<file path="config.mk">
export PLATFORM = sky130hd
export DESIGN_NAME = sample_load_sequencer
export DESIGN_NICKNAME = d
export VERILOG_FILES = /design/src/rtl/sample_load_sequencer.sv
export SDC_FILE = /design/constraint.sdc
export NUM_CORES = 1
export LEC_CHECK = 0
export CORE_ASPECT_RATIO = 1.4
export CORE_MARGIN = 5
export CORE_UTILIZATION = 50
export DETAILED_ROUTE_END_ITERATION = 8
export PLACE_DENSITY = 0.74
export REMOVE_ABC_BUFFERS = 1
export SLEW_MARGIN = 15
export SYNTH_ARGS = -nofsm -noshare
export SYNTH_HDL_FRONTEND = slang
export SYNTH_SLANG_ARGS = --single-unit
export TNS_END_PERCENT = 10
</file>
<file path="constraint.sdc">
create_clock -name iClock -period 2.7 [get_ports iClock]
set_input_delay 0.27 -clock iClock [delete_from_list [all_inputs] [get_ports iClock]]
set_output_delay 0.27 -clock iClock [all_outputs]
set_load 0.02 [all_outputs]
</file>
<file path="src/rtl/sample_load_sequencer.sv">
// rtl/sample_load_sequencer.sv - serial byte stream to sample-storage load sequencer
//
// Purpose:
//   Builds 12-byte samples from the UART receive stream. Each sample holds
//   4 input bytes, 4 expected-output bytes and 4 valid-output bytes, in that
//   order, with lane [0] being the first byte of each field. Every finished
//   sample goes to the storage FSM through a prepare/write handshake, tagged
//   with an incrementing index. A load covers indices 0..NUM_SAMPLES and then
//   reports completion.
//
// Ports:
//   iClock                 system clock, rising edge
//   iReset_n               asynchronous active-low reset
//   iStart                 start pulse, accepted only in IDLE or DONE
//   iRxData / iRxValid     received byte and its one-cycle strobe
//   iNextSample            storage FSM idle/ready
//   oPreparingNextSample   one-cycle prepare pulse to storage
//   oWriteSample           one-cycle write pulse; storage latches data + index
//   oSampleIndex           index of the sample being written
//   oSerialInput           assembled input bytes (lane 0 = first byte)
//   oSerialExpectedOutput  assembled expected-output bytes
//   oSerialValidOutput     assembled valid-output bytes
//   oBusy                  high outside IDLE and DONE
//   oDone                  high in DONE
//   oError                 sticky inter-byte timeout flag
//   oDroppedByte           sticky flag: a byte arrived outside RX

module sample_load_sequencer #(
    parameter int unsigned NUM_SAMPLES    = 16,
    parameter int unsigned TIMEOUT_CYCLES = 50000
) (
    input  logic            iClock,
    input  logic            iReset_n,
    input  logic            iStart,
    input  logic [7:0]      iRxData,
    input  logic            iRxValid,
    input  logic            iNextSample,
    output logic            oPreparingNextSample,
    output logic            oWriteSample,
    output logic [31:0]     oSampleIndex,
    output logic [3:0][7:0] oSerialInput,
    output logic [3:0][7:0] oSerialExpectedOutput,
    output logic [3:0][7:0] oSerialValidOutput,
    output logic            oBusy,
    output logic            oDone,
    output logic            oError,
    output logic            oDroppedByte
);

    localparam logic [31:0] TIMEOUT_LAST = 32'(TIMEOUT_CYCLES - 1);
    localparam logic [31:0] LAST_INDEX   = 32'(NUM_SAMPLES);
    localparam logic [3:0]  LAST_BYTE    = 4'd11;

    typedef enum logic [2:0] {
        IDLE       = 3'd0,
        RX         = 3'd1,
        WAIT_READY = 3'd2,
        PREPARE    = 3'd3,
        WRITE      = 3'd4,
        WAIT_ACK   = 3'd5,
        DONE       = 3'd6
    } state_t;

    state_t      state;
    state_t      stateNext;
    logic [3:0]  byteCount;
    logic [31:0] timeoutCount;

    logic startAccepted;
    logic sampleComplete;
    logic timeoutHit;

    always_comb begin
        startAccepted  = iStart && ((state == IDLE) || (state == DONE));
        sampleComplete = (state == RX) && iRxValid && (byteCount == LAST_BYTE);
        // A byte on the terminal-count cycle takes priority over the timeout.
        timeoutHit     = (state == RX) && !iRxValid && (byteCount != 4'd0)
                         && (timeoutCount == TIMEOUT_LAST);
    end

    always_ff @(posedge iClock or negedge iReset_n) begin
        if (!iReset_n) begin
            state <= IDLE;
        end else begin
            state <= stateNext;
        end
    end

    always_comb begin
        stateNext            = state;
        oPreparingNextSample = 1'b0;
        oWriteSample         = 1'b0;
        oBusy                = 1'b1;
        oDone                = 1'b0;
        case (state)
            IDLE: begin
                oBusy = 1'b0;
                if (iStart) begin
                    stateNext = RX;
                end
            end
            RX: begin
                if (sampleComplete) begin
                    stateNext = WAIT_READY;
                end else if (timeoutHit) begin
                    stateNext = IDLE;
                end
            end
            WAIT_READY: begin
                if (iNextSample) begin
                    stateNext = PREPARE;
                end
            end
            PREPARE: begin
                oPreparingNextSample = 1'b1;
                stateNext            = WRITE;
            end
            WRITE: begin
                oWriteSample = 1'b1;
                stateNext    = WAIT_ACK;
            end
            WAIT_ACK: begin
                // Storage returning to idle acknowledges the write.
                if (iNextSample) begin
                    stateNext = (oSampleIndex == LAST_INDEX) ? DONE : RX;
                end
            end
            DONE: begin
                oBusy = 1'b0;
                oDone = 1'b1;
                if (iStart) begin
                    stateNext = RX;
                end
            end
            default: begin
                stateNext = IDLE;
            end
        endcase
    end

    always_ff @(posedge iClock or negedge iReset_n) begin
        if (!iReset_n) begin
            byteCount             <= 4'd0;
            timeoutCount          <= 32'd0;
            oSampleIndex          <= 32'd0;
            oSerialInput          <= '0;
            oSerialExpectedOutput <= '0;
            oSerialValidOutput    <= '0;
            oError                <= 1'b0;
            oDroppedByte          <= 1'b0;
        end else begin
            // A byte arriving with an accepted start is dropped, but the start
            // clears the flag in the same cycle, so it stays low.
            if (startAccepted) begin
                oSampleIndex <= 32'd0;
                byteCount    <= 4'd0;
                timeoutCount <= 32'd0;
                oError       <= 1'b0;
                oDroppedByte <= 1'b0;
            end else if (iRxValid && (state != RX)) begin
                oDroppedByte <= 1'b1;
            end

            if (state == RX) begin
                if (iRxValid) begin
                    case (byteCount[3:2])
                        2'd0:    oSerialInput[byteCount[1:0]]          <= iRxData;
                        2'd1:    oSerialExpectedOutput[byteCount[1:0]] <= iRxData;
                        2'd2:    oSerialValidOutput[byteCount[1:0]]    <= iRxData;
                        default: ;
                    endcase
                    timeoutCount <= 32'd0;
                    byteCount    <= (byteCount == LAST_BYTE) ? 4'd0 : byteCount + 4'd1;
                end else if (byteCount != 4'd0) begin
                    // Only a partially received sample can time out.
                    if (timeoutCount == TIMEOUT_LAST) begin
                        oError       <= 1'b1;
                        byteCount    <= 4'd0;
                        timeoutCount <= 32'd0;
                    end else begin
                        timeoutCount <= timeoutCount + 32'd1;
                    end
                end
            end

            if ((state == WAIT_ACK) && iNextSample && (oSampleIndex != LAST_INDEX)) begin
                oSampleIndex <= oSampleIndex + 32'd1;
            end
        end
    end

endmodule

</file>
==> flow_summary.ini, run 1 <==
[floorplan]
rows = 54
num_io_pins = 147
die_x_microns = 117
die-area_sq_um = 18700
initial_core_util = 0.510
coreArea_sq_um = 15700
die_h_microns = 160

[critical_path]
required_ps = 2990
reg2regPathDepth = 6
path_depth = 6
critPathLaunchType = flip-flop
slowest_delay_ps = 700
timing.rr.start = timeoutCount[1]
path_class = reg -> reg
cp_cell_sequence = ha_1 > nand4_2 > or4_1 > or4_4 > nand4_1 > o311ai_2
path_delay_family = simple AND/OR/NAND/NOR gates
critPathCaptureType = flip-flop
worst-path-buf-inv = 0
crit_slowest_cell = or4_1
arrival_ps = 2760
startpoint = timeoutCount[1]
path_max_fanout = 8

[pwr]
ir_drop_v = 0.000706
p_per_area_nw_per_um2 = 905
p_leak_nw = 4.41

[timing]
hold_viol = 0
finalSetupViolCount = 0
worst_slew_pin_slew_ps = 854
layout_min_cycle_time_ps = 2470
finClkSkew_ps = 13.3
post-route-period-util = 0.913
slew_headroom = 0.426
layout_setup_ws_ps = 234
rsz0062_at_grt = no
finalMaxSlewViolations = 0
fmax_mhz = 406

[grt]
grt_start_max_net_pins = 82
grt_usage = 0.228
grt_pass1_wl_mm = 34.0
grt_pass1_vias = 6490
antenna_found_initial = 0
overflow = 0

[synth]
synth_flop_cell = dfrtp_1
synth_edf_count = 0
seq_area_frac_synth = 0.529
synth.most_common_cell = dfrtp_1
synth.avg_cell_area_sq_um = 11.1
syn_inst = 718
synth_area_sq_um = 8000
synth-warning-count = 0
synth_seq_cells = 169
synthTopCellsByArea = dfrtp_1 53%, mux2_2 13%, nand2_1 3.1%
yosysTopAreaCellShare = 0.529
synth_common_cells = 169 x dfrtp_1, 95 x mux2_2, 66 x nand2_1
async_flop_share = 1.00
synthDistinctLibCells = 63
yosysTopAreaCell = dfrtp_1

[place]
dpl.cell_count = 1041
port_buffers = 146
pre_cts_ws_ps = 173
dp_hpwl_mm = 15.1
gp_congestion = 0.846

[route]
wl_per_cell_microns = 19.7
drc = 0
firstDrtPassIters = 5
wirelength_mm = 21.1
vias = 6559
drtIter0Drc = 566
postRouteAntennaNets = 0
viasPerCell = 6.11

[cts]
cts_root_buffer = clkbuf_16
clock_sinks = 169
postCtsResizedCells = 0
cts_tree = yes
clock_path_buffers = 2
clk_latency_ps = 430
cts.htree.levels = 4
cts-buffers-inserted = 17
path_clk_slew_ps = 70

[job]
max_cap_viol_count = 0

[final_layout]
syn2layout_area_growth_pct = 28.8
finalNetCount = 885
fin_cells = 1074
n_antenna_cell = 0
layout-drive-gt1-share = 0.192

[outcome]
run_status = completed

[min_path]
hp-class = in -> async
layout make-up:
type,instances,area (sq um)
Multi-Input combinational cell,496,3530
Timing Repair Buffer,168,1670
Fill cell,1208,5370
Clock buffer,18,439
Inverter,13,48.8
Sequential cell,169,4230
Tap cell,196,245
Clock inverter,14,149
layer usage:
layer / GRT usage / share of wire
met1: 0.290 / 0.40
met2: 0.392 / 0.52
met3: 0.0356 / 0.052
met4: 0.0767 / 0.025
met5: 0 / 0
registers in the layout (all words and copies together), names as in the netlist:
name and flops:
byteCount 4, oDroppedByte 1, oError 1, oSampleIndex 32, oSerialExpectedOutput 32, oSerialInput 32, oSerialValidOutput 32, state 3
timeoutCount 32
placed cells by master, fill, tap and decap left out, types with 8 or more instances in the layout:
cell type        synthesis  layout
inv_1                   13      13
o31ai_1                 11      11
nand2_1                 66      66
nor3_1                  13      13
o211ai_1                16      16
nand4_1                 27      27
a31oi_1                 33      33
buf_4                    1      18
mux2_2                  95      95
a21oi_1                 12      12
nor4_1                  17      17
nand3_1                 43      43
and3_1                   8       8
nor2_1                  29      28
o21ai_0                 23      23
dfrtp_1                169     169
clkbuf_16                0      17
clkdlybuf4s50_1          0     145
repair_timing:
item                                    CTS  global route
endpoints found under the setup margin    0             0
hold buffers                              1             0
hold endpoints to repair                 79             0
setup buffers                             0             0
where the power goes:
part	switching, mW	internal [mW]	total, mW
logic	1.78	1.65	3.43
clock network	1.13	1.26	2.40
registers	0.395	3.11	3.50
through the flow:
stage / TNS [ps] / total power [mW] / area [sq um] / utilization / hold WS [ps]
global placement: 0 / 6.88 / 9710 / 0.619 / 364
detailed placement: 0 / 7.00 / 9710 / 0.619 / 384
global route: 0 / 9.77 / 10300 / 0.657 / 523
finish: 0 / 9.33 / 10300 / 0.657 / 452
floorplan: -9080 / 5.22 / 7800 / - / -25.6
CTS: 0 / 9.40 / 10300 / 0.657 / 509
logic make-up (layout without fill, tap and decap cells):
| kind of cell | after synthesis | count (layout) | share of synthesized area |
|---|---|---|---|
| flip-flops | 169 | 169 | 0.529 |
| adder cells (fa/ha/maj) | 7 | 7 | 0.0109 |
| AO/OA/AOI/OAI | 125 | 125 | 0.106 |
| buffers and inverters | 53 | 213 | 0.0311 |
| AND/OR/NAND/NOR | 254 | 254 | 0.171 |
| XOR/XNOR | 7 | 7 | 0.00766 |
| multiplexers | 103 | 103 | 0.144 |
path summary, 6_finish.rpt:
path | end | slack, ps
max | timeoutCount[30] | 230
min | oSerialValidOutput[21] | 450
max reg2reg | timeoutCount[30] | 230
min reg2reg | oDroppedByte | 500
max in group asynchronous | oSerialValidOutput[12] | 1410
min in group iClock | oDroppedByte | 500
Note: power is estimated with default switching activity, not from simulation.
==> inputs of run 2 (changes only) <==
--- a/config.mk
+++ b/config.mk
@@ -7,9 +7,9 @@
 export LEC_CHECK = 0
 export CORE_ASPECT_RATIO = 1.4
 export CORE_MARGIN = 5
-export CORE_UTILIZATION = 50
+export CORE_UTILIZATION = 40
 export DETAILED_ROUTE_END_ITERATION = 8
-export PLACE_DENSITY = 0.74
+export PLACE_DENSITY = 0.61
 export REMOVE_ABC_BUFFERS = 1
 export SLEW_MARGIN = 15
 export SYNTH_ARGS = -nofsm -noshare
==> run 2 against run 1 <==
  * Cell count increased by 5.3%
  * First-iteration DRC count fell by 25%
  * Sequential share of layout area is 0.28 points lower
  * Non-clock buffer count up 1
  * Worst hold slack lost 30 ps
  * Sequential cell count stayed put
  * Utilization fell by 13 points
  * Critical endpoint unchanged
  * Largest power group unchanged
  * Highest routed layer unchanged
==> flow_summary.ini, run 2 (synthesized netlist as in run 1, its figures left out) <==
[critical_path]
critPathCaptureType = flip-flop
cp_cell_sequence = ha_1 > nand4_2 > or4_1 > or4_4 > nand4_1 > o311ai_2
path_max_fanout = 8
path_class = reg -> reg
slowest_delay_ps = 700
required_ps = 3000
arrival_ps = 2770
critPathLaunchType = flip-flop
worst-path-buf-inv = 0
crit_slowest_cell = or4_1
path_delay_family = simple AND/OR/NAND/NOR gates

[cts]
cts.htree.levels = 4
postCtsResizedCells = 0
cts-buffers-inserted = 17
post-cts-setup-buffer-count = 0
path_clk_slew_ps = 70
cts_root_buffer = clkbuf_16
clock_path_buffers = 2
clock_sinks = 169
cts_tree = yes
clk_latency_ps = 430

[grt]
antenna_found_initial = 0
grt_usage = 0.194
met2_usage = 0.349
use_met1 = 0.230
grt_start_max_net_pins = 75
grt_busiest_layer = met2
grt_pass1_vias = 6404
grt_pass1_wl_mm = 35.0
overflow = 0
use_met3 = 0.0340

[pwr]
p_leak_nw = 4.41
ir_drop_v = 0.000470
totalPowerFinal_mw = 9.44
p_per_area_nw_per_um2 = 910

[floorplan]
die-area_sq_um = 23000
coreArea_sq_um = 19800
num_io_pins = 147
rows = 61
initial_core_util = 0.405
die_h_microns = 177
die_x_microns = 130

[route]
postRouteAntennaNets = 0
drc = 0
wirelength_mm = 22.0
drtIter0Drc = 427
viasPerCell = 5.69
vias = 6436
wl_per_cell_microns = 19.5
firstDrtPassIters = 5

[place]
dp_hpwl_mm = 15.6
port_buffers = 146
gp_congestion = 0.839
pre_cts_ws_ps = 260

[timing]
hold_viol = 0
worst_slew_pin_slew_ps = 724
rsz0062_at_grt = no
finalMaxSlewViolations = 0
whs_ps = 422
finalSetupViolCount = 0
layout_min_cycle_time_ps = 2470
slew_headroom = 0.517
fmax_mhz = 404
post-route-period-util = 0.916
layout_setup_ws_ps = 226
finClkSkew_ps = 10.7
fin_tns_setup_ps = 0

[final_layout]
n_antenna_cell = 0
layout_common_cells = 169 x dfrtp_1, 145 x clkdlybuf4s50_1, 95 x mux2_2
layout-drive-gt1-share = 0.192
fin_util = 0.525
finalNetCount = 886
final_common_cell = dfrtp_1
syn2layout_area_growth_pct = 29.7

[min_path]
hp-class = in -> async

[outcome]
run_status = completed

[job]
max_cap_viol_count = 0
-- run 2: layer usage --
metal,vias to the layer above,routed length (microns)
met3,32,884
met4,0,538
met2,174,11800
li1,2999,-
met5,-,0
met1,3231,8790
-- run 2: through the flow --
step | area [sq um] | std cells
floorplan | 7800 | 678
global placement | 9760 | 1098
detailed placement | 9760 | 1098
CTS | 10400 | 1131
global route | 10400 | 1131
finish | 10400 | 1131
-- run 2: repair_timing --
action / 4_1_cts / 5_1_grt
endpoints found under the hold margin: 72 / 0
hold buffers: 1 / 0
endpoints found under the setup margin: 0 / 0
-- run 2: final timing paths --
check	startpoint	to	slack [ps]	cells past startpoint
max	timeoutCount[0]	timeoutCount[30]	230	6
min	iReset_n	oSerialInput[3]	420	2
max reg2reg	timeoutCount[0]	timeoutCount[30]	230	6
min reg2reg	oDroppedByte	oDroppedByte	490	1
max in group asynchronous	iReset_n	timeoutCount[31]	1300	3
min in group iClock	oDroppedByte	oDroppedByte	490	1
-- run 2: worst register-to-register path, cell delays in order, from the launching register on --
cell	delay (ps)
dfrtp_1	430
ha_1	250
nand4_2	130
or4_1	700
or4_4	600
nand4_1	130
o311ai_2	110
-- run 2: where the power goes --
group,internal (mW),total (mW),switching [mW]
Clock,1.46,2.49,1.04
Sequential,3.11,3.49,0.377
Combinational,1.64,3.47,1.83
-- run 2: layout make-up --
cell class / instances / area (sq um)
inverter: 13 / 48.8
fill: 1724 / 9390
clock buffer: 21 / 470
tap: 252 / 315
clock inverter: 11 / 135
multi-input combinational: 496 / 3530
timing repair buffer: 169 / 1650
sequential: 169 / 4230
==> inputs of run 3 (changes only) <==
--- a/config.mk
+++ b/config.mk
@@ -9,7 +9,8 @@
 export CORE_MARGIN = 5
 export CORE_UTILIZATION = 40
 export DETAILED_ROUTE_END_ITERATION = 8
-export PLACE_DENSITY = 0.61
+export MAX_ROUTING_LAYER = met4
+export PLACE_DENSITY = 0.63
 export REMOVE_ABC_BUFFERS = 1
 export SLEW_MARGIN = 15
 export SYNTH_ARGS = -nofsm -noshare
==> constraint.sdc (replaced) <==
create_clock -name iClock -period 2.1 [get_ports iClock]
set_input_delay 0.21 -clock iClock [delete_from_list [all_inputs] [get_ports iClock]]
set_output_delay 0.21 -clock iClock [all_outputs]
set_load 0.02 [all_outputs]
==> run 3 against run 2 <==
  * Clock skew rose by 2.6 ps
  * Combinational power grew 37%
  * Critical path depth rose by 2
  * Wire length rose by 1.9%
  * Power rose by 32%
  * Utilization grew 3.3 points
  * Maximum frequency is 20% higher
  * Cell count is 5.9% higher
  * Final area grew 6.3%
  * Register-to-register slack got worse by 180 ps
  * Die area stayed put
  * Critical endpoint is now timeoutCount[19]
==> flow_summary.ini, run 3 (synthesized netlist as in run 1, its figures left out) <==
[route]
vias = 6606
drtIter0Drc = 365
postRouteAntennaNets = 0
drc = 0
wl_per_cell_microns = 18.8
wirelength_mm = 22.5
firstDrtPassIters = 7
viasPerCell = 5.51

[timing]
fmax_mhz = 486
finalMaxSlewViolations = 0
finClkSkew_ps = 13.3
whs_ps = 356
layout_setup_ws_ps = 43.9
layout_min_cycle_time_ps = 2060
finalSetupViolCount = 0
rsz0062_at_grt = yes
slew_headroom = 0.541
hold_viol = 0
worst_slew_pin_slew_ps = 686
post-route-period-util = 0.979

[critical_path]
worst-path-buf-inv = 3
crit_slowest_cell = dfrtp_2
required_ps = 2410
cp_cell_sequence = buf_4 > nor4_1 > and3_1 > nand3_1 > buf_4 > buf_4 > a32oi_1 > o21ai_0
critPathLaunchType = flip-flop
reg2regPathDepth = 8
path_delay_family = simple AND/OR/NAND/NOR gates
reg2reg_slack_ps = 40
path_class = reg -> reg
critPathCaptureType = flip-flop
cpMostUsedCell = buf_4
arrival_ps = 2360
timing.rr.start = timeoutCount[5]
path_max_fanout = 17
r2r_end = timeoutCount[19]
slowest_delay_ps = 460

[cts]
clock_path_buffers = 2
clock_sinks = 169
post-cts-setup-buffer-count = 0
clk_latency_ps = 430
cts_root_buffer = clkbuf_16
cts-buffers-inserted = 17
path_clk_slew_ps = 70
cts_tree = yes
cts.htree.levels = 4

[grt]
grt_usage = 0.206
antenna_found_initial = 0
overflow = 0
grt_pass1_vias = 6662
grt_pass1_wl_mm = 35.9
grt_start_max_net_pins = 92

[pwr]
pwr-share-comb = 0.382
p_seq_frac = 0.354
p_per_area_nw_per_um2 = 1130
pwr-share-clk = 0.264
p_sw_frac = 0.337
ir_drop_v = 0.000690
p_int_mw = 8.27
power.switching_mw = 4.20
p_leak_nw = 4.82

[job]
max_cap_viol_count = 0

[final_layout]
n_antenna_cell = 0
syn2layout_area_growth_pct = 37.9
layout_common_cells = 164 x dfrtp_1, 141 x clkdlybuf4s50_1, 95 x mux2_2
layout-drive-gt1-share = 0.268
fin_util = 0.558
final_common_cell = dfrtp_1
finalNetCount = 954
final_cell_area_sq_um = 11000

[floorplan]
initial_core_util = 0.405
die_h_microns = 177
rows = 61
coreArea_sq_um = 19800
die_x_microns = 130
die-area_sq_um = 23000
num_io_pins = 147

[place]
post_dp_cell_area_sq_um = 10300
port_buffers = 146
gp_congestion = 0.856
dp_hpwl_mm = 16.1
pre_cts_ws_ps = -126

[min_path]
hp-class = in -> async

[outcome]
run_status = completed
==> run 3: changes by cell type in the layout (fill, tap and decap cells not counted), sizes merged <==
cell,previous run,this run
buf,23,91
bufinv,2,3
clkbuf,21,19
clkdlybuf4s50,145,141
dlygate4sd2,0,4
==> run 3: cell type report <==
cell class	instances	area, sq um
sequential	169	4240
tap	252	315
inverter	13	48.8
clock buffer	19	453
clock inverter	12	163
multi-input combinational	496	3600
fill	1720	8730
timing repair buffer	237	2220
==> run 3: through the flow <==
stage / TNS (ps) / instances / power [mW]
global route: -60.7 / 1198 / 13.1
global placement: -4470 / 1166 / 9.18
floorplan: -27610 / 678 / 6.71
finish: 0 / 1198 / 12.5
detailed placement: -4580 / 1166 / 9.23
CTS: 0 / 1198 / 12.6
==> run 3: power by group through the flow <==
stage / clock network, mW / registers, mW / logic, mW
floorplan: 0 / 5.30 / 1.42
CTS: 3.37 / 4.41 / 4.78
global placement: 0 / 4.45 / 4.73
finish: 3.29 / 4.41 / 4.76
detailed placement: 0 / 4.46 / 4.77
global route: 3.50 / 4.51 / 5.06
==> run 3: worst max-delay path by stage <==
stage / start / slack [ps] / cells past startpoint / endpoint
floorplan: state[0] / -1240 / 5 / timeoutCount[9]
global placement: iRxValid / -100 / 6 / oSerialValidOutput[20]
detailed placement: iRxValid / -130 / 7 / oSerialExpectedOutput[24]
CTS: timeoutCount[6] / 2 / 7 / timeoutCount[9]
global route: timeoutCount[10] / -30 / 8 / timeoutCount[19]
finish: timeoutCount[5] / 40 / 8 / timeoutCount[19]
==> run 3: per-layer routing <==
metal | GRT usage | share of wire
met5 | - | 0
met4 | 0.0711 | 0.024
met3 | 0.0316 | 0.028
met2 | 0.358 | 0.54
met1 | 0.242 | 0.41
==> run 3: what timing repair did <==
action | CTS | global route
endpoints found under the setup margin | 13 | 17
hold buffers | 1 | 0
pin swaps | 1 | 1
gates resized for setup | 10 | 15
endpoints found under the hold margin | 169 | 0
==> run 3: worst register-to-register path: cells and delay by family (launching register included) <==
kind	cells	cell delay (ps)
buffers and inverters	3	490
AOI/OAI and AO/OA	2	280
and+or+nand+nor	3	710
DFF	1	460
